[src/rtl/dist6_3_if.sv]
// Handshake bundle for the 3-way distributor: one input stream, three output channels.
interface dist6_3_if #(
  parameter int unsigned WIDTH = 6
);
  logic             E;
  logic             MODE;
  logic             A;
  logic             B;
  logic             C;
  logic [WIDTH-1:0] D;
  logic             IN_VALID;
  logic             IN_READY;
  logic [WIDTH-1:0] P0;
  logic [WIDTH-1:0] P1;
  logic [WIDTH-1:0] P2;
  logic             V0;
  logic             V1;
  logic             V2;
  logic             R0;
  logic             R1;
  logic             R2;
  logic [2:0]       SEL;
  logic             ERR;

  modport master (
    output E, MODE, A, B, C, D, IN_VALID, R0, R1, R2,
    input  IN_READY, P0, P1, P2, V0, V1, V2, SEL, ERR
  );

  modport slave (
    input  E, MODE, A, B, C, D, IN_VALID, R0, R1, R2,
    output IN_READY, P0, P1, P2, V0, V1, V2, SEL, ERR
  );
endinterface

[src/rtl/dist6_3.sv]
// 6-bit, 3-way distributor: routes each accepted word into one of three one-entry
// channel slots, chosen by a one-hot {A,B,C} code or by a round-robin pointer.
module dist6_3 #(
  parameter int unsigned WIDTH = 6
) (
  input  logic      CLK,
  input  logic      RST_N,
  dist6_3_if.slave  bus
);

  localparam int unsigned NCH = 3;
  localparam int unsigned PW  = 2;

  logic [WIDTH-1:0] p_q [NCH];
  logic [WIDTH-1:0] p_d [NCH];
  logic [NCH-1:0]   v_q, v_d;
  logic [PW-1:0]    ptr_q, ptr_d;
  logic [2:0]       sel_q, sel_d;
  logic             err_q, err_d;

  logic [2:0]       code;
  logic [NCH-1:0]   rdy;
  logic [NCH-1:0]   avail;
  logic [PW-1:0]    tgt;
  logic             code_ok;
  logic             ready_c;
  logic             accept;
  logic             load_ok;

  assign code  = {bus.A, bus.B, bus.C};
  assign rdy   = {bus.R2, bus.R1, bus.R0};
  // A full slot that drains this cycle can take a new word on the same edge.
  assign avail = ~v_q | rdy;

  // Target selection; invalid explicit codes are flagged rather than routed.
  always_comb begin
    tgt     = ptr_q;
    code_ok = 1'b1;
    if (!bus.MODE) begin
      case (code)
        3'b100:  tgt = PW'(0);
        3'b010:  tgt = PW'(1);
        3'b001:  tgt = PW'(2);
        default: begin
          tgt     = PW'(0);
          code_ok = 1'b0;
        end
      endcase
    end
  end

  assign ready_c = bus.E & (~code_ok | avail[tgt]);
  assign accept  = bus.IN_VALID & ready_c;
  assign load_ok = accept & code_ok;

  // Next-state for slots, pointer and status.
  always_comb begin
    ptr_d = ptr_q;
    sel_d = sel_q;
    err_d = err_q;
    v_d   = v_q;
    for (int n = 0; n < NCH; n++) begin
      p_d[n] = p_q[n];
      if (load_ok && (tgt == PW'(n))) begin
        p_d[n] = bus.D;
        v_d[n] = 1'b1;
      end else if (v_q[n] && rdy[n]) begin
        p_d[n] = '0;
        v_d[n] = 1'b0;
      end
    end
    if (load_ok && bus.MODE) begin
      ptr_d = (ptr_q == PW'(2)) ? PW'(0) : PW'(ptr_q + PW'(1));
    end
    if (accept) begin
      sel_d = code_ok ? 3'(3'b100 >> tgt) : 3'b000;
      err_d = err_q | ~code_ok;
    end
  end

  always_ff @(posedge CLK or negedge RST_N) begin
    if (!RST_N) begin
      for (int n = 0; n < NCH; n++) begin
        p_q[n] <= '0;
      end
      v_q   <= '0;
      ptr_q <= '0;
      sel_q <= '0;
      err_q <= 1'b0;
    end else begin
      for (int n = 0; n < NCH; n++) begin
        p_q[n] <= p_d[n];
      end
      v_q   <= v_d;
      ptr_q <= ptr_d;
      sel_q <= sel_d;
      err_q <= err_d;
    end
  end

  assign bus.IN_READY = ready_c;
  assign bus.P0       = p_q[0];
  assign bus.P1       = p_q[1];
  assign bus.P2       = p_q[2];
  assign bus.V0       = v_q[0];
  assign bus.V1       = v_q[1];
  assign bus.V2       = v_q[2];
  assign bus.SEL      = sel_q;
  assign bus.ERR      = err_q;

endmodule

[src/flat_wrapper.sv]
// flat-port wrapper written by rule: the top's interface ports become plain ports
module dist6_3_flat 
#(
  parameter int unsigned WIDTH = 6
)
  (CLK, RST_N, bus_E, bus_MODE, bus_A, bus_B, bus_C, bus_D, bus_IN_VALID, bus_R0, bus_R1, bus_R2, bus_IN_READY, bus_P0, bus_P1, bus_P2, bus_V0, bus_V1, bus_V2, bus_SEL, bus_ERR);
  dist6_3_if #(.WIDTH(WIDTH)) bus_i ();
  input  logic CLK;
  input  logic RST_N;
  input wire logic [$bits(bus_i.E)-1:0] bus_E;
  input wire logic [$bits(bus_i.MODE)-1:0] bus_MODE;
  input wire logic [$bits(bus_i.A)-1:0] bus_A;
  input wire logic [$bits(bus_i.B)-1:0] bus_B;
  input wire logic [$bits(bus_i.C)-1:0] bus_C;
  input wire logic [$bits(bus_i.D)-1:0] bus_D;
  input wire logic [$bits(bus_i.IN_VALID)-1:0] bus_IN_VALID;
  input wire logic [$bits(bus_i.R0)-1:0] bus_R0;
  input wire logic [$bits(bus_i.R1)-1:0] bus_R1;
  input wire logic [$bits(bus_i.R2)-1:0] bus_R2;
  output wire logic [$bits(bus_i.IN_READY)-1:0] bus_IN_READY;
  output wire logic [$bits(bus_i.P0)-1:0] bus_P0;
  output wire logic [$bits(bus_i.P1)-1:0] bus_P1;
  output wire logic [$bits(bus_i.P2)-1:0] bus_P2;
  output wire logic [$bits(bus_i.V0)-1:0] bus_V0;
  output wire logic [$bits(bus_i.V1)-1:0] bus_V1;
  output wire logic [$bits(bus_i.V2)-1:0] bus_V2;
  output wire logic [$bits(bus_i.SEL)-1:0] bus_SEL;
  output wire logic [$bits(bus_i.ERR)-1:0] bus_ERR;
  assign bus_i.E = bus_E;
  assign bus_i.MODE = bus_MODE;
  assign bus_i.A = bus_A;
  assign bus_i.B = bus_B;
  assign bus_i.C = bus_C;
  assign bus_i.D = bus_D;
  assign bus_i.IN_VALID = bus_IN_VALID;
  assign bus_i.R0 = bus_R0;
  assign bus_i.R1 = bus_R1;
  assign bus_i.R2 = bus_R2;
  assign bus_IN_READY = bus_i.IN_READY;
  assign bus_P0 = bus_i.P0;
  assign bus_P1 = bus_i.P1;
  assign bus_P2 = bus_i.P2;
  assign bus_V0 = bus_i.V0;
  assign bus_V1 = bus_i.V1;
  assign bus_V2 = bus_i.V2;
  assign bus_SEL = bus_i.SEL;
  assign bus_ERR = bus_i.ERR;
  dist6_3 #(.WIDTH(WIDTH)) u_core (.CLK(CLK), .RST_N(RST_N), .bus(bus_i));
endmodule
[config.mk]
export PLATFORM = sky130hd
export DESIGN_NAME = dist6_3_flat
export DESIGN_NICKNAME = d
export VERILOG_FILES = /design/src/rtl/dist6_3_if.sv /design/src/rtl/dist6_3.sv /design/src/flat_wrapper.sv
export SDC_FILE = /design/constraint.sdc
export NUM_CORES = 1
export LEC_CHECK = 0
export ABC_AREA = 1
export CORE_ASPECT_RATIO = 0.5
export CORE_MARGIN = 2
export CORE_UTILIZATION = 34
export CTS_BUF_LIST = sky130_fd_sc_hd__clkbuf_8
export DETAILED_ROUTE_END_ITERATION = 10
export HOLD_SLACK_MARGIN = 0.08
export MAX_ROUTING_LAYER = met4
export SLEW_MARGIN = 40
export SYNTH_ARGS = -nofsm -noshare
export SYNTH_HDL_FRONTEND = slang
export SYNTH_SLANG_ARGS = --single-unit
[constraint.sdc]
create_clock -name CLK -period 2.8 [get_ports CLK]
set_input_delay 0.28 -clock CLK [delete_from_list [all_inputs] [get_ports CLK]]
set_output_delay 0.28 -clock CLK [all_outputs]
set_load 0.01 [all_outputs]
==> results of run 1 <==
kinds of logic (layout without fill, tap and decap cells):
logic type             after synthesis  count (layout)  synth area share (%)
AND/OR/NAND/NOR                    107             107                  42.3
flip-flops                          27              27                  49.2
buffers and inverters               14              58                  4.74
AO/OA/AOI/OAI                        5               5                  3.74
worst max-delay path by stage:
stage	from	endpoint	cells after the start
after floorplan	u_core.ptr_q[0]$_DFFE_PN0P_	bus_IN_READY	9
after global placement	bus_MODE	bus_IN_READY	10
final	bus_MODE	bus_IN_READY	10
after CTS	bus_MODE	bus_IN_READY	10
after global routing	bus_MODE	bus_IN_READY	10
after detailed placement	bus_MODE	bus_IN_READY	10
flip-flops by register name, indices dropped and copies added (netlist names):
name and count:
u_core.v_q 3, u_core.bus.SEL 3, u_core.bus.P0 6, u_core.bus.ERR 1, u_core.ptr_q 2, u_core.bus.P2 6, u_core.bus.P1 6
report_power, final:
| part | switching, uW | internal, uW |
|---|---|---|
| sequential | 96.6 | 548 |
| combinational | 341 | 386 |
| clock | 127 | 101 |
| total | 564 | 1030 |
layout by cell type (no fill, tap or decap):
cell type        Yosys  routed
inv_1                7       7
clkbuf_8             0       3
o21bai_2             1       1
nand2_1             47      47
nor2_2               3       3
o21ai_4              1       1
nand3_2              2       2
nand2_2              3       3
nand3_1             21      21
nand3b_4             1       1
dfrtp_1             27      27
inv_2                2       2
buf_4                1       3
nand4_4              1       1
clkinvlp_4           0       1
nor2_1               4       4
clkdlybuf4s50_1      0      42
o21ai_2              1       1
nand2_4              1       1
nand4_2              3       3
nand4_1             19      19
o21bai_1             2       2
and3_1               1       1
nor2_4               1       1
metrics by stage:
step	cell area, um^2	cells	util (%)
4_1_cts	1900	251	48.9
3_3_place_gp	1850	247	47.7
6_report	1900	251	48.9
5_1_grt	1900	251	48.9
2_1_floorplan	1370	153	-
3_5_place_dp	1850	247	47.7
cell type report:
class	instances	area (um^2)	area share [%]
sequential	27	676	35.5
inverter	9	33.8	1.78
timing repair buffer	45	443	23.3
clock inverter	1	7.51	0.395
clock buffer	3	41.3	2.17
multi-input combinational	112	632	33.2
tap	54	67.6	3.55
layer usage:
metal | global-route usage [%] | part of all wire [%] | routed length [um]
met1 | 23.0 | 50 | 1650
met2 | 24.2 | 46 | 1520
met3 | 3.40 | 3.1 | 102
met4 | 4.83 | 0.82 | 27
met5 | - | 0 | 0
==> summary.md, run 1 <==
| Metric | Value |
|---|---|
| Post-route ant nets | `0` |
| Largest net degree at the start of global routing | `28` |
| Num CTS Buffers | `3` |
| CP max-delay cell | `clkdlybuf4s50_1` |
| First-pass GRT wire length | `between 5000 and 6000 um` |
| Post-synthesis sequential area ratio | `49.2%` |
| Slew headroom | `77.3%` |
| Core area | `roughly 0.004 mm^2` |
| Worst-Skew Late Latency | `0.28 ns` |
| Worst hold path class | `in2async` |
| Maximum root-to-sink buffer count | `2` |
| Cell variety after synth | `24` |
| Number of flops mapped to enable cells by yosys | `0` |
| Die width | `between 90 and 100 um` |
| Synth Warn # | `0` |
| Final hold vios | `0` |
| Count of state elements after synthesis | `27` |
| Setup WS pre-CTS | `roughly 0.47 ns` |
| Number of buffers and inverters on the critical path | `4` |
| Avg Cell Area, Syn | `about 9.0 um^2` |
| Synth Flop Type | `dfrtp_1` |
| Power Dens Cells | `between 800 and 900 mW/mm^2` |
| Worst Path Required | `approximately 2.5 ns` |
| Actual slew at the worst max-slew pin | `0.341 ns` |
| Drc violations | `0` |
| Routed Wire Length | `3300 um` |
| CTS sink count | `27` |
| DR vias | `1,228` |
| Kind of cell adding the most delay to the critical path | `buffers and inverters` |
| Tcrit/Tclk final | `between 80% and 90%` |
| Worst-path clk slew | `0.09 ns` |
| CTS Root Cell | `clkbuf_8` |
| Initial drt markers | `122` |
| RR Startpoint | `u_core.ptr_q[0]$_DFFE_PN0P_` |
| Worst Path Max Fanout | `7` |
| Final WS setup | `0.472 ns` |
| Avg Vias per Cell | `between 4 and 5` |
| Pre-antenna DRT Iters | `4` |
| Reg2reg setup slack | `about 1.2 ns` |
| Crit. End Element | `output port` |
| Synth cell count leaders | `47 x nand2_1, 27 x dfrtp_1, 21 x nand3_1, 19 x nand4_1, 7 x inv_1` |
| CP Class | `in2out` |
| Area growth from synthesis to layout | `38.5%` |
| Setup Fix Bufs, Post-CTS | `0` |
| Largest cells by area after synthesis | `dfrtp_1 49%, nand2_1 13%, nand4_1 8.7%` |
| Post-CTS sizing | `0` |
| GRT Total Usage | `16.4%` |
| Starting Density | `approximately 35%` |
| Max-slew violations | `0` |
| Hold Slack | `approximately 0.37 ns` |
| Row cnt | `16` |
| Overflow after GRT | `0` |
| Overall Power | `1600 uW` |
| Final setup violation count | `0` |
| CTS tree | `done` |
| Tmin final | `around 2.3 ns` |
| Area leader, netlist | `dfrtp_1` |
| Setup_tns | `0 ns` |
| Ys async rst share | `100%` |
| Status | `completed` |
| Antenna cells | `0` |
| Wire per inst | `approximately 13 um` |
| Final Wtd Congestion | `approximately 0.77` |
| Vias in the first global route | `around 1,200` |
| Number of hold buffers added after CTS | `0` |
| Buffers added on ports | `42` |
| Ordered cell list for the critical path | `clkdlybuf4s50_1 > inv_2 > nand2_2 > nand2_4 > inv_2 > nand3_1 > nand2_1 > nor2_2 > nor2_4 > clkdlybuf4s50_1` |
| Final Skew | `0.00293 ns` |
| Cells on worst reg2reg path | `8` |
| Share of layout cells above drive strength 1 | `between 10% and 20%` |
| Post-synth top area share | `~49%` |
| Max-Cap Viols | `0` |
| HPWL after detailed placement | `~2600 um` |
| Post-synthesis cell count | `about 150` |
| Syn Nets | `between 150 and 200` |
| Critical path arrival | `about 2.1 ns` |
| H-Tree Depth | `1` |
| Highest achievable clock rate | `around 430 MHz` |
| Die Y | `between 40 and 50 um` |
| CP Launch Type | `input pin` |
| Fillers | `373` |
| Peak supply drop | `341 uV` |
| Mapped Area | `0.00137 mm^2` |
| Lkg Pwr | `between 0.0009 and 0.001 uW` |
| RR Endpoint | `u_core.bus.P2[1]$_DFFE_PN0P_` |
| Most frequent cell after synthesis | `nand2_1` |
| Layout net count | `215` |
| Initial antenna violation count | `0` |
| Unrepaired setup endpoints after global routing | `false` |
| Die area | `about 0.0046 mm^2` |
| CP peak stage delay | `about 0.57 ns` |
| IO Pins | `between 40 and 50` |
(Power assumes the default switching activity.)
==> run 2, diff against run 1 <==
- clock period: 2.8 -> 2.1 ns (I/O delays scaled with it)
==> summary.md, run 2 (synthesized netlist as in run 1, its figures left out) <==
| Metric | Value |
|---|---|
| Max-slew violations | `0 (unchanged)` |
| Buffers added on ports | `42 (unchanged)` |
| CP Class | `in2out` |
| Die Y | `48.9 um (unchanged)` |
| Slew headroom | `76.3% (-0.96 points)` |
| Starting Density | `35.3% (unchanged)` |
| Tcrit/Tclk final | `between 80% and 90%` |
| Final Wtd Congestion | `0.779 (+1.8%)` |
| Avg Vias per Cell | `4.78 (-2.2%)` |
| CTS tree | `done` |
| Peak supply drop | `467 uV (+37%)` |
| H-Tree Depth | `1 (unchanged)` |
| Ordered cell list for the critical path | `clkdlybuf4s50_1 > nor2_2 > nand2_2 > nand2_2 > nand2_4 > nand3_1 > nand2_1 > nor2_2 > nor2_4 > dlygate4sd2_1` |
| Largest net degree at the start of global routing | `28 (unchanged)` |
| Drc violations | `0 (unchanged)` |
| CTS Root Cell | `clkbuf_8` |
| RR Startpoint | `u_core.ptr_q[0]$_DFFE_PN0P_` |
| Routed Wire Length | `3430 um (+3.9%)` |
| Setup crit start | `bus_A` |
| Overflow after GRT | `0 (unchanged)` |
| GRT Total Usage | `16.6% (+0.19 points)` |
| Maximum root-to-sink buffer count | `2 (unchanged)` |
| Actual slew at the worst max-slew pin | `0.355 ns (+0.0144 ns)` |
| Commonest non-fill, non-tap cell in the layout | `nand2_1` |
| Reg2reg setup slack | `0.49 ns (-0.69 ns)` |
| Area growth from synthesis to layout | `46.1%` |
| Layout net count | `229 (+6.5%)` |
| HPWL after detailed placement | `2680 um (+2.8%)` |
| Final hold vios | `0 (unchanged)` |
| Final setup violation count | `0 (unchanged)` |
| Tmin final | `about 1.9 ns` |
| Num CTS Buffers | `3 (unchanged)` |
| IO Pins | `43 (unchanged)` |
| Initial drt markers | `63 (-48%)` |
| Cells on worst reg2reg path | `9 (+1)` |
| Lkg Pwr | `0.000997 uW (+7.6%)` |
| Row cnt | `16 (unchanged)` |
| CP Launch Type | `input pin` |
| Core area | `0.00388 mm^2 (unchanged)` |
| Worst Path Required | `1.89 ns (-0.63 ns)` |
| Share of layout cells above drive strength 1 | `19.9% (+6.2 points)` |
| Number of buffers and inverters on the critical path | `2 (-2)` |
| Post-placement cell count | `261 (+5.7%)` |
| Number of hold buffers added after CTS | `0 (unchanged)` |
| Status | `completed` |
| Worst hold path class | `in2async` |
| Commonest cells after routing, fill and taps aside | `47 x nand2_1, 40 x clkdlybuf4s50_1, 27 x dfrtp_1` |
| RR Endpoint | `u_core.bus.P1[2]$_DFFE_PN0P_` |
| Placed Area | `0.00196 mm^2 (+5.7%)` |
| Fin util | `51.6% (+2.7 points)` |
| Final cell count without fillers | `265 (+5.6%)` |
| Antenna cells | `0 (unchanged)` |
| Crit. End Element | `output port` |
| Fillers | `381 (+2.1%)` |
| DR vias | `1,268 (+3.3%)` |
| Vias in the first global route | `1,210 (+2.1%)` |
| Worst-Skew Late Latency | `0.28 ns (about the same)` |
| Max-Cap Viols | `0 (unchanged)` |
| Initial antenna violation count | `0 (unchanged)` |
| Wire per inst | `12.9 um (-1.6%)` |
| CP max-delay cell | `clkdlybuf4s50_1` |
| Post-route ant nets | `0 (unchanged)` |
| First-pass GRT wire length | `5850 um (+1.1%)` |
| Critical path arrival | `1.67 ns (-0.38 ns)` |
| CP peak stage delay | `0.45 ns (-0.12 ns)` |
| Die width | `93.9 um (unchanged)` |
| Worst Path Max Fanout | `6 (-1)` |
| Worst-path clk slew | `0.10 ns (about the same)` |
| Highest achievable clock rate | `roughly 530 MHz` |
| Final Skew | `0.00772 ns (+0.00479 ns)` |
| Fin area | `0.00201 mm^2 (+5.5%)` |
| CTS sink count | `27 (unchanged)` |
| Power Dens Cells | `1090 mW/mm^2 (+29%)` |
| Kind of cell adding the most delay to the critical path | `simple AND/OR/NAND/NOR gates` |
| Die area | `0.00459 mm^2 (unchanged)` |
| Overall Power | `2180 uW (+37%)` |
| Pre-antenna DRT Iters | `4 (unchanged)` |
| Unrepaired setup endpoints after global routing | `false` |
==> run 2: changes by cell type in the layout (fill, tap and decap cells not counted) <==
cell and change:
buf_4 +14, clkdlybuf4s50_1 -2, nor2_2 +1, nor2_1 -1, dlygate4sd2_1 +2
==> run 2: worst max-delay path by stage <==
| stage | endpoint | depth (start not counted) | slack, ns |
|---|---|---|---|
| after floorplan | u_core.bus.SEL[0]$_DFFE_PN0P_ | 11 | 0.75 |
| after global placement | bus_IN_READY | 11 | -0.03 |
| after detailed placement | bus_IN_READY | 11 | -0.11 |
| after CTS | bus_IN_READY | 10 | 0.20 |
| after global routing | bus_IN_READY | 10 | 0.07 |
| final | bus_IN_READY | 10 | 0.22 |
==> run 2: cell type report <==
class	count	area [um^2]	area share, %
Multi-Input combinational cell	112	634	31.6
Sequential cell	27	676	33.7
Timing Repair Buffer	59	546	27.2
Clock inverter	1	7.51	0.374
Inverter	9	33.8	1.68
Clock buffer	3	41.3	2.06
Tap cell	54	67.6	3.37
==> run 2: routing by layer <==
| layer | routed length, um | vias to the layer above | track usage, % |
|---|---|---|---|
| li1 | - | 644 | - |
| met1 | 1720 | 601 | 22.9 |
| met2 | 1590 | 21 | 25.7 |
| met3 | 95 | 2 | 3.25 |
| met4 | 19 | 0 | 3.62 |
| met5 | 0 | - | - |
==> run 2: what timing repair did <==
action / CTS / global route
gates resized for setup: 3 / 0
endpoints found under the setup margin: 1 / 0
setup buffers: 0 / 0
==> run 2: per-stage QoR <==
| stage | worst slack (ns) | TNS, ns | hold slack, ns |
|---|---|---|---|
| 2_1_floorplan | 0.755 | 0 | -0.0856 |
| 3_3_place_gp | -0.0309 | -0.0309 | 0.455 |
| 3_5_place_dp | -0.112 | -0.112 | 0.458 |
| 4_1_cts | 0.200 | 0 | 0.310 |
| 5_1_grt | 0.0707 | 0 | 0.328 |
| 6_report | 0.222 | 0 | 0.298 |
==> run 2: power breakdown <==
part           internal [uW]  switching [uW]  total (uW)
Combinational            559             466        1020
Clock                    135             168         303
Sequential               730             126         855
==> run 3, diff against run 2 <==
- TNS_END_PERCENT: unset -> 100
==> results of run 3 <==
Final layout, timing and power as in run 2 (identical DEF).
